### config.mk
export PLATFORM = sky130hd
export DESIGN_NAME = brick_bag_flat
export DESIGN_NICKNAME = d
export VERILOG_FILES = /design/src/rtl/brick_bag_if.sv /design/src/rtl/brick_bag.sv /design/src/flat_wrapper.sv
export SDC_FILE = /design/constraint.sdc
export NUM_CORES = 1
export LEC_CHECK = 0
export CORE_MARGIN = 2
export CORE_UTILIZATION = 43
export CTS_BUF_LIST = sky130_fd_sc_hd__clkbuf_8
export DETAILED_ROUTE_END_ITERATION = 10
export DONT_BUFFER_PORTS = 1
export HOLD_SLACK_MARGIN = 0.03
export PLACE_DENSITY = 0.58
export SLEW_MARGIN = 10
export SYNTH_ARGS = -nofsm -noshare
export SYNTH_HDL_FRONTEND = slang
export SYNTH_SLANG_ARGS = --single-unit
### constraint.sdc
create_clock -name clk -period 3.2 [get_ports clk]
set_input_delay 0.48 -clock clk [delete_from_list [all_inputs] [get_ports clk]]
set_output_delay 0.48 -clock clk [all_outputs]
set_load 0.02 [all_outputs]
### src/rtl/brick_bag_if.sv
// brick_bag_if: handshake bundle between the game controller and brick_bag.
//   master (controller): drives take, seed_load, seed_in; reads the head brick.
//   slave  (brick_bag) : consumes take/seed controls; presents next_type,
//                        next_valid, queue_count, bag_mask.
interface brick_bag_if;
  logic        take;
  logic        seed_load;
  logic [15:0] seed_in;
  logic [2:0]  next_type;
  logic        next_valid;
  logic [2:0]  queue_count;
  logic [6:0]  bag_mask;

  modport master (
    output take, seed_load, seed_in,
    input  next_type, next_valid, queue_count, bag_mask
  );
  modport slave (
    input  take, seed_load, seed_in,
    output next_type, next_valid, queue_count, bag_mask
  );
endinterface

### src/rtl/brick_bag.sv
// brick_bag: 7-bag brick randomiser feeding the game controller.
//   A free-running 16-bit Galois LFSR proposes types; each group of 7 pushes
//   is a permutation of 1..7. Up to QUEUE_DEPTH bricks are pre-generated so a
//   type is ready on every take; the head doubles as the preview piece.
// Ports:
//   clk, rst          : clock, asynchronous active-high reset
//   bus (slave)       : take (pop head), seed_load/seed_in (reseed LFSR),
//                       next_type/next_valid (head brick), queue_count,
//                       bag_mask (bit k set = type k+1 still in current bag)
// Build option: define BRICK_BAG_FIXED_EN to replace the random picker by a
//   deterministic 1,2,..,7,1,.. sequence (one push per cycle while not full).
module brick_bag #(
  parameter int          QUEUE_DEPTH = 3,
  parameter logic [15:0] SEED        = 16'hACE1
) (
  input logic       clk,
  input logic       rst,
  brick_bag_if.slave bus
);
  typedef enum logic {PICK, FULL} state_e;

  state_e      state_q, state_d;
  logic [15:0] lfsr_q, lfsr_d, lfsr_adv;
  logic [2:0]  q_q [QUEUE_DEPTH];
  logic [2:0]  q_d [QUEUE_DEPTH];
  logic [2:0]  cnt_q, cnt_d, wr_idx, push_type;
  logic [6:0]  mask_q, mask_d;
  logic        pop, push, pick_en;
`ifdef BRICK_BAG_FIXED_EN
  logic [2:0]  fix_q, fix_d;
`else
  logic [3:0]  try_q, try_d;
  logic [2:0]  cand, low_type;
  logic [7:0]  mask_ext;
`endif

  // x^16+x^14+x^13+x^11+1, right-shifting Galois form
  assign lfsr_adv = {1'b0, lfsr_q[15:1]} ^ (lfsr_q[0] ? 16'hB400 : 16'h0000);

  always_comb begin
    lfsr_d    = lfsr_adv;
    state_d   = state_q;
    cnt_d     = cnt_q;
    mask_d    = mask_q;
    q_d       = q_q;
    push      = 1'b0;
    push_type = 3'd0;
    wr_idx    = 3'd0;
    pop       = bus.take && (cnt_q != 3'd0);
    // a full queue may still accept a push when the head leaves this cycle
    pick_en   = (state_q == PICK) && ((cnt_q < 3'(QUEUE_DEPTH)) || pop);

    if (bus.seed_load) lfsr_d = (bus.seed_in == 16'h0) ? SEED : bus.seed_in;

`ifdef BRICK_BAG_FIXED_EN
    fix_d = fix_q;
    if (pick_en) begin
      push      = 1'b1;
      push_type = fix_q;
      fix_d     = (fix_q == 3'd7) ? 3'd1 : fix_q + 3'd1;
    end
`else
    try_d    = try_q;
    cand     = lfsr_q[2:0];
    mask_ext = {mask_q, 1'b0};      // index 0 never available
    low_type = 3'd1;
    for (int k = 6; k >= 0; k--)
      if (mask_q[k]) low_type = 3'(k + 1);
    if (pick_en) begin
      if (mask_ext[cand]) begin
        push      = 1'b1;
        push_type = cand;
      end else if (try_q == 4'd8) begin
        push      = 1'b1;
        push_type = low_type;
      end else begin
        try_d = try_q + 4'd1;
      end
    end
    if (push) try_d = 4'd0;
`endif

    if (pop) begin
      for (int i = 0; i < QUEUE_DEPTH - 1; i++) q_d[i] = q_q[i + 1];
      q_d[QUEUE_DEPTH-1] = 3'd0;
    end
    if (push) begin
      wr_idx = cnt_q - {2'b0, pop};
      for (int i = 0; i < QUEUE_DEPTH; i++)
        if (3'(i) == wr_idx) q_d[i] = push_type;
      for (int k = 0; k < 7; k++)
        if (push_type == 3'(k + 1)) mask_d[k] = 1'b0;
      // last type of the bag drawn: next bag starts on the same edge
      if (mask_d == 7'h00) mask_d = 7'h7F;
    end
    cnt_d = cnt_q + {2'b0, push} - {2'b0, pop};

    if (pop)                                        state_d = PICK;
    else if (push && cnt_d == 3'(QUEUE_DEPTH))      state_d = FULL;
  end

  always_ff @(posedge clk or posedge rst) begin
    if (rst) begin
      state_q <= PICK;
      lfsr_q  <= SEED;
      cnt_q   <= 3'd0;
      mask_q  <= 7'h7F;
      for (int i = 0; i < QUEUE_DEPTH; i++) q_q[i] <= 3'd0;
`ifdef BRICK_BAG_FIXED_EN
      fix_q   <= 3'd1;
`else
      try_q   <= 4'd0;
`endif
    end else begin
      state_q <= state_d;
      lfsr_q  <= lfsr_d;
      cnt_q   <= cnt_d;
      mask_q  <= mask_d;
      q_q     <= q_d;
`ifdef BRICK_BAG_FIXED_EN
      fix_q   <= fix_d;
`else
      try_q   <= try_d;
`endif
    end
  end

  assign bus.next_valid  = (cnt_q != 3'd0);
  assign bus.next_type   = (cnt_q != 3'd0) ? q_q[0] : 3'd0;
  assign bus.queue_count = cnt_q;
  assign bus.bag_mask    = mask_q;
endmodule

### src/flat_wrapper.sv
// flat-port wrapper written by rule: the top's interface ports become plain ports
module brick_bag_flat 
#(
  parameter int          QUEUE_DEPTH = 3,
  parameter logic [15:0] SEED        = 16'hACE1
)
  (clk, rst, bus_take, bus_seed_load, bus_seed_in, bus_next_type, bus_next_valid, bus_queue_count, bus_bag_mask);
  brick_bag_if bus_i ();
  input logic clk;
  input logic rst;
  input wire logic [$bits(bus_i.take)-1:0] bus_take;
  input wire logic [$bits(bus_i.seed_load)-1:0] bus_seed_load;
  input wire logic [$bits(bus_i.seed_in)-1:0] bus_seed_in;
  output wire logic [$bits(bus_i.next_type)-1:0] bus_next_type;
  output wire logic [$bits(bus_i.next_valid)-1:0] bus_next_valid;
  output wire logic [$bits(bus_i.queue_count)-1:0] bus_queue_count;
  output wire logic [$bits(bus_i.bag_mask)-1:0] bus_bag_mask;
  assign bus_i.take = bus_take;
  assign bus_i.seed_load = bus_seed_load;
  assign bus_i.seed_in = bus_seed_in;
  assign bus_next_type = bus_i.next_type;
  assign bus_next_valid = bus_i.next_valid;
  assign bus_queue_count = bus_i.queue_count;
  assign bus_bag_mask = bus_i.bag_mask;
  brick_bag #(.QUEUE_DEPTH(QUEUE_DEPTH), .SEED(SEED)) u_core (.clk(clk), .rst(rst), .bus(bus_i));
endmodule
; ---- Yosys cells after proc, flatten, opt, wreduce, memory -nomap -nowiden
; Cells that the tools add are included.
[word_totals]
register_bits = 40
out_inout_bits = 14
[op_classes]
n_addsub = 4
order_cmp = 2
n_eq_ne = 13
muxes = 45
bitwise_logic = 2
n_reduce_logical = 11
[ops]
columns = op, n
row1 = $mux 16, 3
row2 = $mux 3, 14
row3 = $mux 1, 20
row4 = $mux 9, 2
row5 = $logic_not 16->1, 1
row6 = $mux 4, 4
row7 = $xor 15x16->16, 1
row8 = $eq 3x3->1 const B, 4
row9 = $eq 3x2->1 const B, 3
row10 = $logic_not 7->1, 1
row11 = $mux 7, 1
row12 = $sub 3x1->3, 2
row13 = $add 4x1->4 const B, 1
row14 = $eq 4x4->1 const B, 1
row15 = $lt 3x4->1 const B, 1
row16 = $ne 2x1->1 const B, 2
row17 = $reduce_bool 2->1, 2
row18 = $add 3x1->3, 1
row19 = $bmux 1 s3, 1
row20 = $eq 1x3->1 const A, 1
row21 = $eq 2x3->1 const A, 1
row22 = $eq 3x1->1 const B, 1
row23 = $logic_and 1x1->1, 3
row24 = $logic_not 3->1, 1
row25 = other kinds (5), 5

; ---- Depth between registers and ports, before layout
; Gate-level depths: netlist (run 1).
[logic_depth]
word_depth = 15
mapped_depth = 12
mapped_depth_nobuf = 12

; ---- Worst setup path before layout (run 1)
; Ideal clock, no wire load.
[synth_path]
path_kind = reg-to-reg
from = reg u_core.cnt_q[1] (netlist: u_core.bus.queue_count[1])
to = reg u_core.state_q
setup_time_ns = 0.122
t_arrival_ns = 2.764
t_required_ns = 3.078
slack_ns = 0.314
path_stages_with_launch = 13
n_path_buf = 0
period_less_slack_ns = 2.886
path_cell_list = dfrtp_1 > inv_1 > nand3_1 > nand2_1 > clkinv_1 > ha_1 > inv_1 > ha_1 > fa_1 > xor2_1 > nor2_1 > a21oi_1 > nor2_1
[synth_between]
elab_chain_cells = 10
word_cells_on_any_way = 12
classes_between = add/sub: 2 / order compare: 1 / eq/ne: 1 / mux: 2 / reduce/logical: 6
[synth_lines]
columns = item, line_no
row1 = start: declaration, brick_bag.sv:26  ; logic [2:0] cnt_q, cnt_d, wr_idx, push_type;
row2 = start signal: assignment, brick_bag.sv:117  ; cnt_q <= cnt_d;
row3 = $reduce_bool 3->1 (*), --
row4 = net bus_next_valid, flat_wrapper.sv:15  ; output wire logic [$bits(bus_i.next_valid)-1:0] bus_next_valid;
row5 = $logic_and 1x1->1 (*), brick_bag.sv:49  ; pop = bus.take && (cnt_q != 3'd0);
row6 = $logic_or 1x1->1, brick_bag.sv:51  ; pick_en = (state_q == PICK) && ((cnt_q < 3'(QUEUE_DEPTH)) || pop);
row7 = $logic_and 1x1->1, brick_bag.sv:51
row8 = $mux 1, brick_bag.sv:69  ; if (pick_en) begin
row9 = $add 3x1->3, brick_bag.sv:96  ; cnt_d = cnt_q + {2'b0, push} - {2'b0, pop};
row10 = $sub 3x1->3 (*), brick_bag.sv:96
row11 = net u_core.cnt_d[2], brick_bag.sv:26
row12 = $eq 3x2->1 (*), brick_bag.sv:99  ; else if (push && cnt_d == 3'(QUEUE_DEPTH)) state_d = FULL;
row13 = $logic_and 1x1->1 (*), brick_bag.sv:99
row14 = $reduce_bool 2->1 (no source line) (*), --
row15 = end signal: assignment, brick_bag.sv:115  ; state_q <= state_d;
row16 = end: declaration, brick_bag.sv:22  ; state_e state_q, state_d;
; Mark *: on every way through the listed nets, which the timed path passes. The rest lies on a longest branch.
; A chain may end at the register's enable or synchronous reset.

; ---- Worst setup path in the final report (run 1)
[layout_path]
from = reg u_core.cnt_q[1] (netlist: u_core.bus.queue_count[1])
to = reg u_core.state_q
[layout_between]
elab_chain_cells = 10
word_cells_on_any_way = 12
classes_between = add/sub: 2 / order compare: 1 / eq/ne: 1 / mux: 2 / reduce/logical: 6
[layout_lines]
columns = item, line_no
row1 = "parallel branches: the longest is 6 deep, another holds $lt 3x2->1", --
row2 = $sub 3x1->3 (*), brick_bag.sv:96
row3 = net u_core.cnt_d[2], brick_bag.sv:26
row4 = $eq 3x2->1 (*), brick_bag.sv:99
row5 = $logic_and 1x1->1 (*), brick_bag.sv:99
row6 = $reduce_bool 2->1 (no source line) (*), --
; Mark *: on every way through the listed nets, which the timed path passes.

==> summary.md, run 1 <==
| Metric | Value |
|---|---|
| Outcome | finished, final reports clean |
| Crit path cell chain | inv_1 > nand3_1 > nand2_1 > clkinvlp_4 > ha_1 > inv_1 > ha_1 > fa_1 > xor2_1 > nor2_1 > a21oi_1 > nor2_1 |
| Crit-path slowest cell | dfrtp_1 |
| Tightest Pin Transition | 0.688 ns |
| DR top layer | met4 |
| Placeable Area | 4820 um2 |
| Crit path DAT | 3.11 ns |
| Full die area | 5680 um2 |
| Design area | around 2400 um2 |
| Final nets | 238 |
| Crit path required time | ~3.4 ns |
| Worst Clk Skew | ~0.0056 ns |
| Synthesized flop and latch total | 40 |
| Postcts setup bufs | 0 |
| FF+latch area | 1020 um2 |
| Main combinational cell family by area after synthesis | simple AND/OR/NAND/NOR gates |
| First-pass GRT wire length | 7510 um |
| EDFF count, synth | 0 |
| Area growth syn-to-layout | 9.59% |
| Vias per cell | 5.65 |
| I/O pins | 34 |
| H-Tree Level Count | 2 |
| Netlist Area Pre-Place | 2190 um2 |
| Vias in the first global route | 1594 |
| Commonest non-fill, non-tap cell in the layout | dfrtp_1 |
| Internal Pwr Total | 1330 uW |
| NetSw | 958 uW |
| Initial DRC count | 76 |
| Max cap viols | 0 |
| Post-route clock period utilization | 0.915 |
| Yosys warning total | 0 |
| CTS sink cnt | 40 |
| Sw Ratio | 0.419 |
| Reg2reg setup slack | 0.27 ns |
| Synth Area in XOR/XNOR | 0.0280 |
| RSZ-0062 raised after global routing | no |
| Comb power frac | 0.393 |
| Worst VDD drop | 0.380 mV |
| Largest buffer count on any clock path | 2 |
| Crit-path max FO | 8 |
| Die X | between 70 and 80 um |
| Netlist cell types | 51 |
| Hold Path Class | in2async |
| Antenna-violating nets left | 0 |
| Worst path max stage delay | 0.47 ns |
| Rows | 25 |
| Sequential element share of the synthesized area | 0.465 |
| Pwr Density | 952 nW/um2 |
| Top FF cell, synth | dfrtp_1 |
| GRT Residual Overflow | 0 |
| Syn Area/Cell | 10.7 um2 |
| Placed inst area | 2270 um2 |
| Initial antenna violation count | 0 |
| Share of layout cells above drive strength 1 | 0.246 |
| Met2 wire length | 2190 um |
| Slew headroom | 0.541 |
| WL/cell | 16.4 um |
| Largest net degree at the start of global routing | 24 |
| FFs w/ async S/R, synth | 1.00 |
| Setup tns final | 0 ns |
| Worst-path clk slew | 0.08 ns |
| Fmax | 342 MHz |
| Final wirelength | 4560 um |
| Post-Synth Adder-Cell Area | 0.0491 |
| Clk_lat worst skew | 0.29 ns |
| Post-synthesis mux area share | 0.0931 |
| Worst reg2reg endpoint | u_core.state_q |
| DRC viols | 0 |
| Diode count | 0 |
| CP Class | reg2reg |
| Reg2reg start | u_core.bus.queue_count[1] |
| CTS Buf Count | 5 |
| Placer congestion estimate | 0.934 |
| # fillers | around 470 |
| Final hold viol count | 0 |
| Most frequent cells in the layout | dfrtp_1, nand2_1, nor2_1, dfstp_2, o31ai_1 |
| Die height | 75.4 um |
| Final worst path period need | 2.93 ns |
| Part of the power in registers | 0.410 |
| Post-synthesis simple-gate area fraction | 0.168 |
| Slew Limit Fails | 0 |
| GRT Total Usage | 0.176 |
| Leakage | 0.00101 uW |
| Initial Util | 0.455 |
| Post-Route M1 WL | between 2000 and 2500 um |
| Port bufs | 0 |
| Crit start category | flip-flop |
| Critical Path Sink Type | flip-flop |
| Multi-input gate area | 1100 um2 |
| Synthesized Nets | 232 |
| Synth Instances | about 200 |
| Worst R2R Path Depth | 12 |
| Dpl hpwl | 3330 um |
| Routed via count | 1572 |
| Final setup vio count | 0 |
| Pre-antenna DRT Iters | 4 |
| CTS tree | yes |
| Clock network power share | 0.197 |
| Met3 WL | 240 um |
| CTS Root Buffer Type | clkbuf_8 |
| Post-synthesis compound-gate area fraction | 0.164 |
-- what timing repair did --
action,CTS,global route
hold buffers,0,0
endpoints found under the setup margin,0,2
gates resized for setup,0,2
-- sequential cells by signal, indices dropped and copies added (netlist names) --
name	flops
u_core.lfsr_q	16
u_core.bus.queue_count	3
u_core.q_q	9
u_core.try_q	4
u_core.bus.bag_mask	7
u_core.state_q	1
-- cell usage after synthesis (2+ instances only) --
| library cell | count | share of area |
|---|---|---|
| xor2_1 | 5 | 0.020 |
| o21ai_0 | 7 | 0.016 |
| nand2_1 | 22 | 0.038 |
| nor2_1 | 15 | 0.026 |
| a21oi_1 | 3 | 0.0069 |
| o22ai_1 | 2 | 0.0057 |
| inv_1 | 10 | 0.017 |
| o31ai_1 | 12 | 0.041 |
| o22a_1 | 7 | 0.028 |
| dfstp_2 | 15 | 0.18 |
| mux2i_1 | 10 | 0.046 |
| ha_1 | 7 | 0.040 |
| buf_6 | 2 | 0.010 |
| and2_1 | 3 | 0.0086 |
| nand3_1 | 6 | 0.014 |
| dfrtp_1 | 25 | 0.29 |
| nor4_1 | 7 | 0.020 |
| or2_2 | 2 | 0.0057 |
| nand4_1 | 3 | 0.0086 |
| xnor2_1 | 2 | 0.0080 |
| mux2_2 | 8 | 0.041 |
| clkbuf_1 | 2 | 0.0034 |
-- final cells by class --
cell class                 count  share of cell area
sequential                    40               0.425
timing repair buffer           3             0.00938
clock buffer                   7              0.0401
tap                           67              0.0349
clock inverter                 1              0.0125
inverter                      11              0.0188
multi-input combinational    149               0.460
-- metal layers --
metal | GRT usage | vias up
li1 | - | 755
met1 | 0.235 | 778
met2 | 0.273 | 33
met3 | 0.0556 | 6
met4 | 0.0604 | 0
met5 | 0 | -
-- worst max-delay path: cells and delay by family (launching register included) --
kind,cells,cell delay (ns)
DFF,1,0.47
and+or+nand+nor,4,0.53
AOI/OAI and AO/OA,1,0.14
xor gates and xnor gates,1,0.21
buffers and inverters,3,0.51
adders and majority gates,3,0.98
-- worst max path at each step --
stage / startpoint / to / slack [ns] / cells past startpoint
after floorplan: u_core.bus.queue_count[1] / u_core.state_q / 0.31 / 12
after global placement: u_core.lfsr_q[0] / u_core.bus.bag_mask[0] / 0.36 / 7
after detailed placement: u_core.bus.queue_count[1] / u_core.state_q / 0.27 / 12
after CTS: u_core.lfsr_q[0] / u_core.bus.bag_mask[0] / 0.24 / 6
after global routing: u_core.bus.queue_count[1] / u_core.state_q / 0.03 / 12
final: u_core.bus.queue_count[1] / u_core.state_q / 0.27 / 12
-- kinds of logic after synthesis --
logic type,after synthesis
and+or+nand+nor,70
buffers and inverters,15
muxes,19
adders and majority gates,8
DFF,40
xor gates and xnor gates,7
AOI/OAI and AO/OA,45
-- stage by stage --
stage	instances	hold slack (ns)	total power [uW]	util	worst slack, ns
after floorplan	204	0.450	1620	-	0.314
final	278	0.176	2290	0.498	0.273
after global placement	270	0.467	1790	0.471	0.364
after detailed placement	270	0.475	1840	0.471	0.271
after CTS	278	0.199	2290	0.497	0.239
after global routing	278	0.213	2460	0.498	0.0297
-- power by group through the flow --
| stage | logic (uW) | clock network, uW | registers [uW] |
|---|---|---|---|
| 4_1_cts | 898 | 459 | 937 |
| 3_5_place_dp | 892 | 0 | 944 |
| 2_1_floorplan | 733 | 0 | 890 |
| 3_3_place_gp | 855 | 0 | 937 |
| 5_1_grt | 1020 | 480 | 961 |
| 6_report | 899 | 449 | 937 |
Power figures use the tool's default switching activity.
==> run 2, diff against run 1 <==
==> constraint.sdc (replaced) <==
create_clock -name clk -period 3.2 [get_ports clk]
set_input_delay 0.96 -clock clk [delete_from_list [all_inputs] [get_ports clk]]
set_output_delay 0.96 -clock clk [all_outputs]
set_load 0.02 [all_outputs]
==> summary.md, run 2 (synthesized netlist as in run 1, its figures left out) <==
| Metric | Value |
|---|---|
| Vias in the first global route | 1672 (+4.9%) |
| Fmax | 340 MHz (-0.34%) |
| Antenna-violating nets left | 0 (unchanged) |
| Initial antenna violation count | 0 (unchanged) |
| Crit path DAT | 3.13 ns (+0.02 ns) |
| Tightest Pin Transition | 0.634 ns (-0.0533 ns) |
| Placed inst area | 2280 um2 (+0.66%) |
| CP Class | reg2reg |
| Post-place setup slack | 0.325 ns (+0.0541 ns) |
| Final nets | 240 (+0.84%) |
| Setup tns final | 0 ns (unchanged) |
| Largest net degree at the start of global routing | 41 (+71%) |
| Final worst path period need | 2.94 ns (+0.00992 ns) |
| CTS Hold Bufs | 0 (unchanged) |
| Clk_lat worst skew | 0.29 ns (about the same) |
| Crit-path max FO | 11 (+3) |
| Diode count | 0 (unchanged) |
| Port bufs | 0 (unchanged) |
| Leakage | 0.00100 uW (-0.67%) |
| Pwr Density | 916 nW/um2 (-3.8%) |
| Crit path required time | 3.39 ns (about the same) |
| WL/cell | 16.0 um (-2.7%) |
| Crit path buffers/inverters | 1 (-2) |
| Largest register by flop count | u_core.lfsr_q |
| Worst Clk Skew | 0.00747 ns (+0.00191 ns) |
| CTS Root Buffer Type | clkbuf_8 |
| Placed cells | 272 (+0.74%) |
| CTS sink cnt | 40 (unchanged) |
| Final hold viol count | 0 (unchanged) |
| Multi-input gate area | 1100 um2 (-0.34%) |
| Vias per cell | 5.73 (+1.2%) |
| Final setup vio count | 0 (unchanged) |
| Outcome | finished, final reports clean |
| RSZ-0062 raised after global routing | no |
| Post-route clock period utilization | 0.918 (+0.00310) |
| Worst path max stage delay | 0.71 ns (+0.24 ns) |
| Initial DRC count | 104 (+37%) |
| Initial Util | 0.455 (unchanged) |
| Dpl hpwl | 3200 um (-3.8%) |
| Final wirelength | 4470 um (-2.0%) |
| Critical Path Sink Type | flip-flop |
| Largest buffer count on any clock path | 2 (unchanged) |
| CTS tree | yes |
| Fin cells | 280 (+0.72%) |
| # fillers | 450 (-3.8%) |
| Placer congestion estimate | 0.874 (-6.4%) |
| Worst-path clk slew | 0.08 ns (about the same) |
| Max FFs per register | 16 (unchanged) |
| Routed via count | 1603 (+2.0%) |
| Max cap viols | 0 (unchanged) |
| Crit-path slowest cell | dfstp_2 |
| Die height | 75.4 um (unchanged) |
| Full die area | 5680 um2 (unchanged) |
| Area growth syn-to-layout | 8.17% |
| Design area | 2370 um2 (-1.3%) |
| PnR worst setup slack | 0.263 ns (-0.00992 ns) |
| Slew Limit Fails | 0 (unchanged) |
| Most frequent cells in the layout | dfrtp_1, nand2_1, nor2_1, dfstp_2, o31ai_1 |
| Crit start category | flip-flop |
| FF+latch area | 1020 um2 (unchanged) |
| DRC viols | 0 (unchanged) |
| H-Tree Level Count | 2 (unchanged) |
| GRT Residual Overflow | 0 (unchanged) |
| Slew headroom | 0.574 (+0.0332) |
| I/O pins | 34 (unchanged) |
| Postcts setup bufs | 0 (unchanged) |
| Crit path cell chain | mux2i_1 > o21ai_2 > nor4b_2 > o21ai_1 > buf_4 > o41ai_2 > o32ai_2 > o31ai_1 |
| Placeable Area | 4820 um2 (unchanged) |
| PostCTS Resize Cnt | 0 (unchanged) |
| Die X | 75.4 um (unchanged) |
| GRT Total Usage | 0.175 (-0.00136) |
| First-pass GRT wire length | 7650 um (+1.9%) |
| Share of layout cells above drive strength 1 | 0.244 (-0.00231) |
| CP delay by family, top | compound AO/OA/AOI/OAI gates |
| Worst VDD drop | 0.345 mV (-9.2%) |
| Commonest non-fill, non-tap cell in the layout | dfrtp_1 |
| Hold Path Class | reg2reg |
| CTS Buf Count | 5 (unchanged) |
| Pre-antenna DRT Iters | 4 (unchanged) |
| Rows | 25 (unchanged) |
==> run 2: changes by cell type in the layout (fill, tap and decap cells not counted) <==
| cell | before | now |
|---|---|---|
| bufinv_16 | 1 | 0 |
| clkinv_2 | 0 | 2 |
| clkinvlp_4 | 1 | 0 |
| clkbuf_8 | 7 | 5 |
| o21ai_1 | 0 | 1 |
| clkinv_1 | 0 | 1 |
| o21ai_2 | 2 | 1 |
| buf_4 | 3 | 5 |
| clkinv_4 | 0 | 1 |
==> run 2: report_power, final <==
group	internal [uW]	switching, uW
combinational	371	532
sequential	691	247
clock	152	178
total	1210	957
==> run 2: metal layers <==
| metal | track usage | up-vias | part of all wire | routed length (um) |
|---|---|---|---|---|
| li1 | - | 764 | - | - |
| met2 | 0.290 | 48 | 0.48 | 2160 |
| met1 | 0.226 | 784 | 0.45 | 1990 |
| met3 | 0.0463 | 7 | 0.059 | 266 |
| met5 | 0 | - | 0 | 0 |
| met4 | 0.0546 | 0 | 0.012 | 52 |
==> run 2: path summary, 6_finish.rpt <==
path,end,cells after the start,from,slack [ns]
setup / recovery,u_core.bus.bag_mask[2],8,u_core.lfsr_q[0],0.26
hold / removal,u_core.lfsr_q[3],1,u_core.lfsr_q[4],0.49
setup reg to reg,u_core.bus.bag_mask[2],8,u_core.lfsr_q[0],0.26
hold reg to reg,u_core.lfsr_q[3],1,u_core.lfsr_q[4],0.49
max in group asynchronous,u_core.bus.bag_mask[6],2,rst,2.15
min in group asynchronous,u_core.bus.queue_count[2],2,rst,0.68
==> run 2: final cells by class <==
cell class,count,area share
Timing Repair Buffer,5,0.0158
Inverter,11,0.0174
Multi-Input combinational cell,149,0.464
Tap cell,67,0.0354
Clock inverter,3,0.00792
Sequential cell,40,0.430
Clock buffer,5,0.0290
==> run 2: through the flow <==
stage          utilization  total power, uW  hold slack, ns
4_1_cts              0.492             2180           0.497
6_report             0.492             2170           0.493
3_5_place_dp         0.474             1840           0.467
5_1_grt              0.492             2350           0.512
2_1_floorplan            -             1620           0.450
3_3_place_gp         0.474             1810           0.467
==> run 2: worst reg2reg max path, stage by stage (launching register included) <==
cell and delay, ns:
dfstp_2 0.71, mux2i_1 0.32, o21ai_2 0.12, nor4b_2 0.40, o21ai_1 0.29, buf_4 0.25
o41ai_2 0.28, o32ai_2 0.21, o31ai_1 0.27
==> run 3, diff against run 2 <==
--- a/config.mk
+++ b/config.mk
@@ -6,12 +6,13 @@
 export NUM_CORES = 1
 export LEC_CHECK = 0
 export CORE_MARGIN = 2
-export CORE_UTILIZATION = 43
+export CORE_UTILIZATION = 50
 export CTS_BUF_LIST = sky130_fd_sc_hd__clkbuf_8
 export DETAILED_ROUTE_END_ITERATION = 10
 export DONT_BUFFER_PORTS = 1
 export HOLD_SLACK_MARGIN = 0.03
-export PLACE_DENSITY = 0.58
+export PLACE_DENSITY = 0.65
+export REMOVE_ABC_BUFFERS = 1
 export SLEW_MARGIN = 10
 export SYNTH_ARGS = -nofsm -noshare
 export SYNTH_HDL_FRONTEND = slang
==> summary.md, run 3 (synthesized netlist as in run 1, its figures left out) <==
| Metric | Value |
|---|---|
| Initial Util | 0.510 (+0.0554) |
| PostCTS Resize Cnt | 0 (unchanged) |
| Area growth syn-to-layout | 6.68% |
| Hold Path Class | reg2reg |
| Worst R2R Path Depth | 7 (-1) |
| Placer congestion estimate | 0.927 (+6.0%) |
| Largest register by flop count | u_core.lfsr_q |
| Worst VDD drop | 0.417 mV (+21%) |
| I/O pins | 34 (unchanged) |
| Crit path from | u_core.lfsr_q[0] |
| Final setup vio count | 0 (unchanged) |
| DRC viols | 0 (unchanged) |
| CTS Root Buffer Type | clkbuf_8 |
| Crit path buffers/inverters | 0 (-1) |
| Dpl hpwl | 3310 um (+3.4%) |
| Crit-path slowest cell | dfstp_2 |
| Initial DRC count | 44 (-58%) |
| Postcts setup bufs | 0 (unchanged) |
| Min-delay src | u_core.lfsr_q[8] |
| Total design power | 2150 uW (-1.0%) |
| Placed inst area | 2260 um2 (-1.2%) |
| GRT Residual Overflow | 0 (unchanged) |
| Worst Clk Skew | 0.00804 ns (+0.000572 ns) |
| Routed via count | 1589 (-0.87%) |
| Initial antenna violation count | 0 (unchanged) |
| Pwr Density | 920 nW/um2 (+0.38%) |
| WL/cell | 16.9 um (+6.1%) |
| Final nets | 239 (-0.42%) |
| Hold Slack | 0.484 ns (-0.00938 ns) |
| Diode count | 0 (unchanged) |
| Crit path DAT | 3.09 ns (-0.04 ns) |
| Fmax | 346 MHz (+1.5%) |
| Commonest non-fill, non-tap cell in the layout | dfrtp_1 |
| Final wirelength | 4470 um (unchanged) |
| Reg2reg start | u_core.lfsr_q[0] |
| Max cap viols | 0 (unchanged) |
| CTS Buf Count | 5 (unchanged) |
| Worst reg2reg endpoint | u_core.bus.bag_mask[3] |
| Slew headroom | 0.409 (-0.166) |
| Largest buffer count on any clock path | 2 (unchanged) |
| Port bufs | 0 (unchanged) |
| CTS tree | yes |
| CP Class | reg2reg |
| Design area | 2340 um2 (-1.4%) |
| Slew Limit Fails | 0 (unchanged) |
| Antenna-violating nets left | 0 (unchanged) |
| Final hold viol count | 0 (unchanged) |
| Final worst path period need | 2.89 ns (-0.0448 ns) |
| CTS Hold Bufs | 0 (unchanged) |
| GRT Total Usage | 0.204 (+0.0287) |
| Crit path cell chain | mux2i_2 > o22ai_2 > nor4b_2 > o21ai_1 > nor4b_1 > o32ai_2 > o31ai_1 |
| Most frequent cells in the layout | dfrtp_1, nand2_1, nor2_1, dfstp_2 |
| Full die area | 4930 um2 (-13%) |
| Final core area utilization | 0.544 (+0.0523) |
| CTS sink cnt | 40 (unchanged) |
| Crit start category | flip-flop |
| Largest net degree at the start of global routing | 41 (unchanged) |
| Clk_lat worst skew | 0.29 ns (about the same) |
| Outcome | finished, final reports clean |
| Pre-antenna DRT Iters | 4 (unchanged) |
| Die X | 70.2 um (-6.9%) |
| Worst-path clk slew | 0.07 ns (about the same) |
| Leakage | 0.00100 uW (-0.17%) |
| Critical Path Sink Type | flip-flop |
| Setup tns final | 0 ns (unchanged) |
| Vias per cell | 6.02 (+5.1%) |
| Die height | 70.2 um (-6.9%) |
| Reg2reg setup slack | 0.31 ns (+0.04 ns) |
| Critical path endpoint | u_core.bus.bag_mask[3] |
| Tightest Pin Transition | 0.881 ns (+0.247 ns) |
| H-Tree Level Count | 2 (unchanged) |
| Crit-path max FO | 13 (+2) |
| Post-route clock period utilization | 0.904 (-0.0140) |
| First-pass GRT wire length | 8020 um (+4.9%) |
| CP delay by family, top | compound AO/OA/AOI/OAI gates |
| Worst path depth | 7 (-1) |
| Placeable Area | 4290 um2 (-11%) |
| Max FFs per register | 16 (unchanged) |
| Crit path required time | 3.39 ns (about the same) |
| Rows | 24 (-4.0%) |
| Worst path max stage delay | 0.70 ns (about the same) |
| RSZ-0062 raised after global routing | no |
| Share of layout cells above drive strength 1 | 0.231 (-0.0130) |
| Vias in the first global route | 1740 (+4.1%) |
run 3: changes by cell type in the layout (fill, tap and decap cells not counted), sizes merged:
cell,previous run,this run
clkinv,4,2
buf,5,4
inv,10,12
run 3: where the power goes:
part | leakage (uW) | internal (uW) | switching (uW)
Sequential | 0.000475 | 692 | 251
Clock | 0.0000505 | 147 | 168
Combinational | 0.000476 | 363 | 530
Total | 0.00100 | 1200 | 948
run 3: through the flow:
stage | std cells | setup slack, ns
2_1_floorplan | 200 | 0.314
3_3_place_gp | 256 | 0.424
3_5_place_dp | 256 | 0.333
4_1_cts | 264 | 0.335
5_1_grt | 264 | 0.00336
6_report | 264 | 0.308
run 3: cell type report:
cell class / count / area [um2]
tap: 52 / 65.1
multi-input combinational: 149 / 1100
clock buffer: 5 / 68.8
clock inverter: 3 / 12.5
sequential: 40 / 1020
inverter: 11 / 41.3
timing repair buffer: 4 / 30.0
fill: 375 / 1960
run 3: worst min path at each step:
stage / endpoint / slack [ns] / cells after the start
global placement: u_core.lfsr_q[2] / 0.47 / 1
CTS: u_core.lfsr_q[7] / 0.49 / 1
floorplan: u_core.lfsr_q[11] / 0.45 / 1
global route: u_core.lfsr_q[7] / 0.51 / 1
detailed placement: u_core.lfsr_q[11] / 0.47 / 1
finish: u_core.lfsr_q[7] / 0.48 / 1
run 3: worst reg2reg max path: stages, from the launching register on:
cell and delay (ns):
dfstp_2 0.70, mux2i_2 0.32, o22ai_2 0.14, nor4b_2 0.35, o21ai_1 0.34, nor4b_1 0.28, o32ai_2 0.54, o31ai_1 0.13
run 3: routing by layer:
metal  GRT usage  vias to the layer above  routed length [um]
li1            -                      760                   -
met4      0.0662                        0                  41
met3      0.0592                        5                 242
met2       0.357                       45                2300
met5           0                        -                   0
met1       0.240                      779                1890
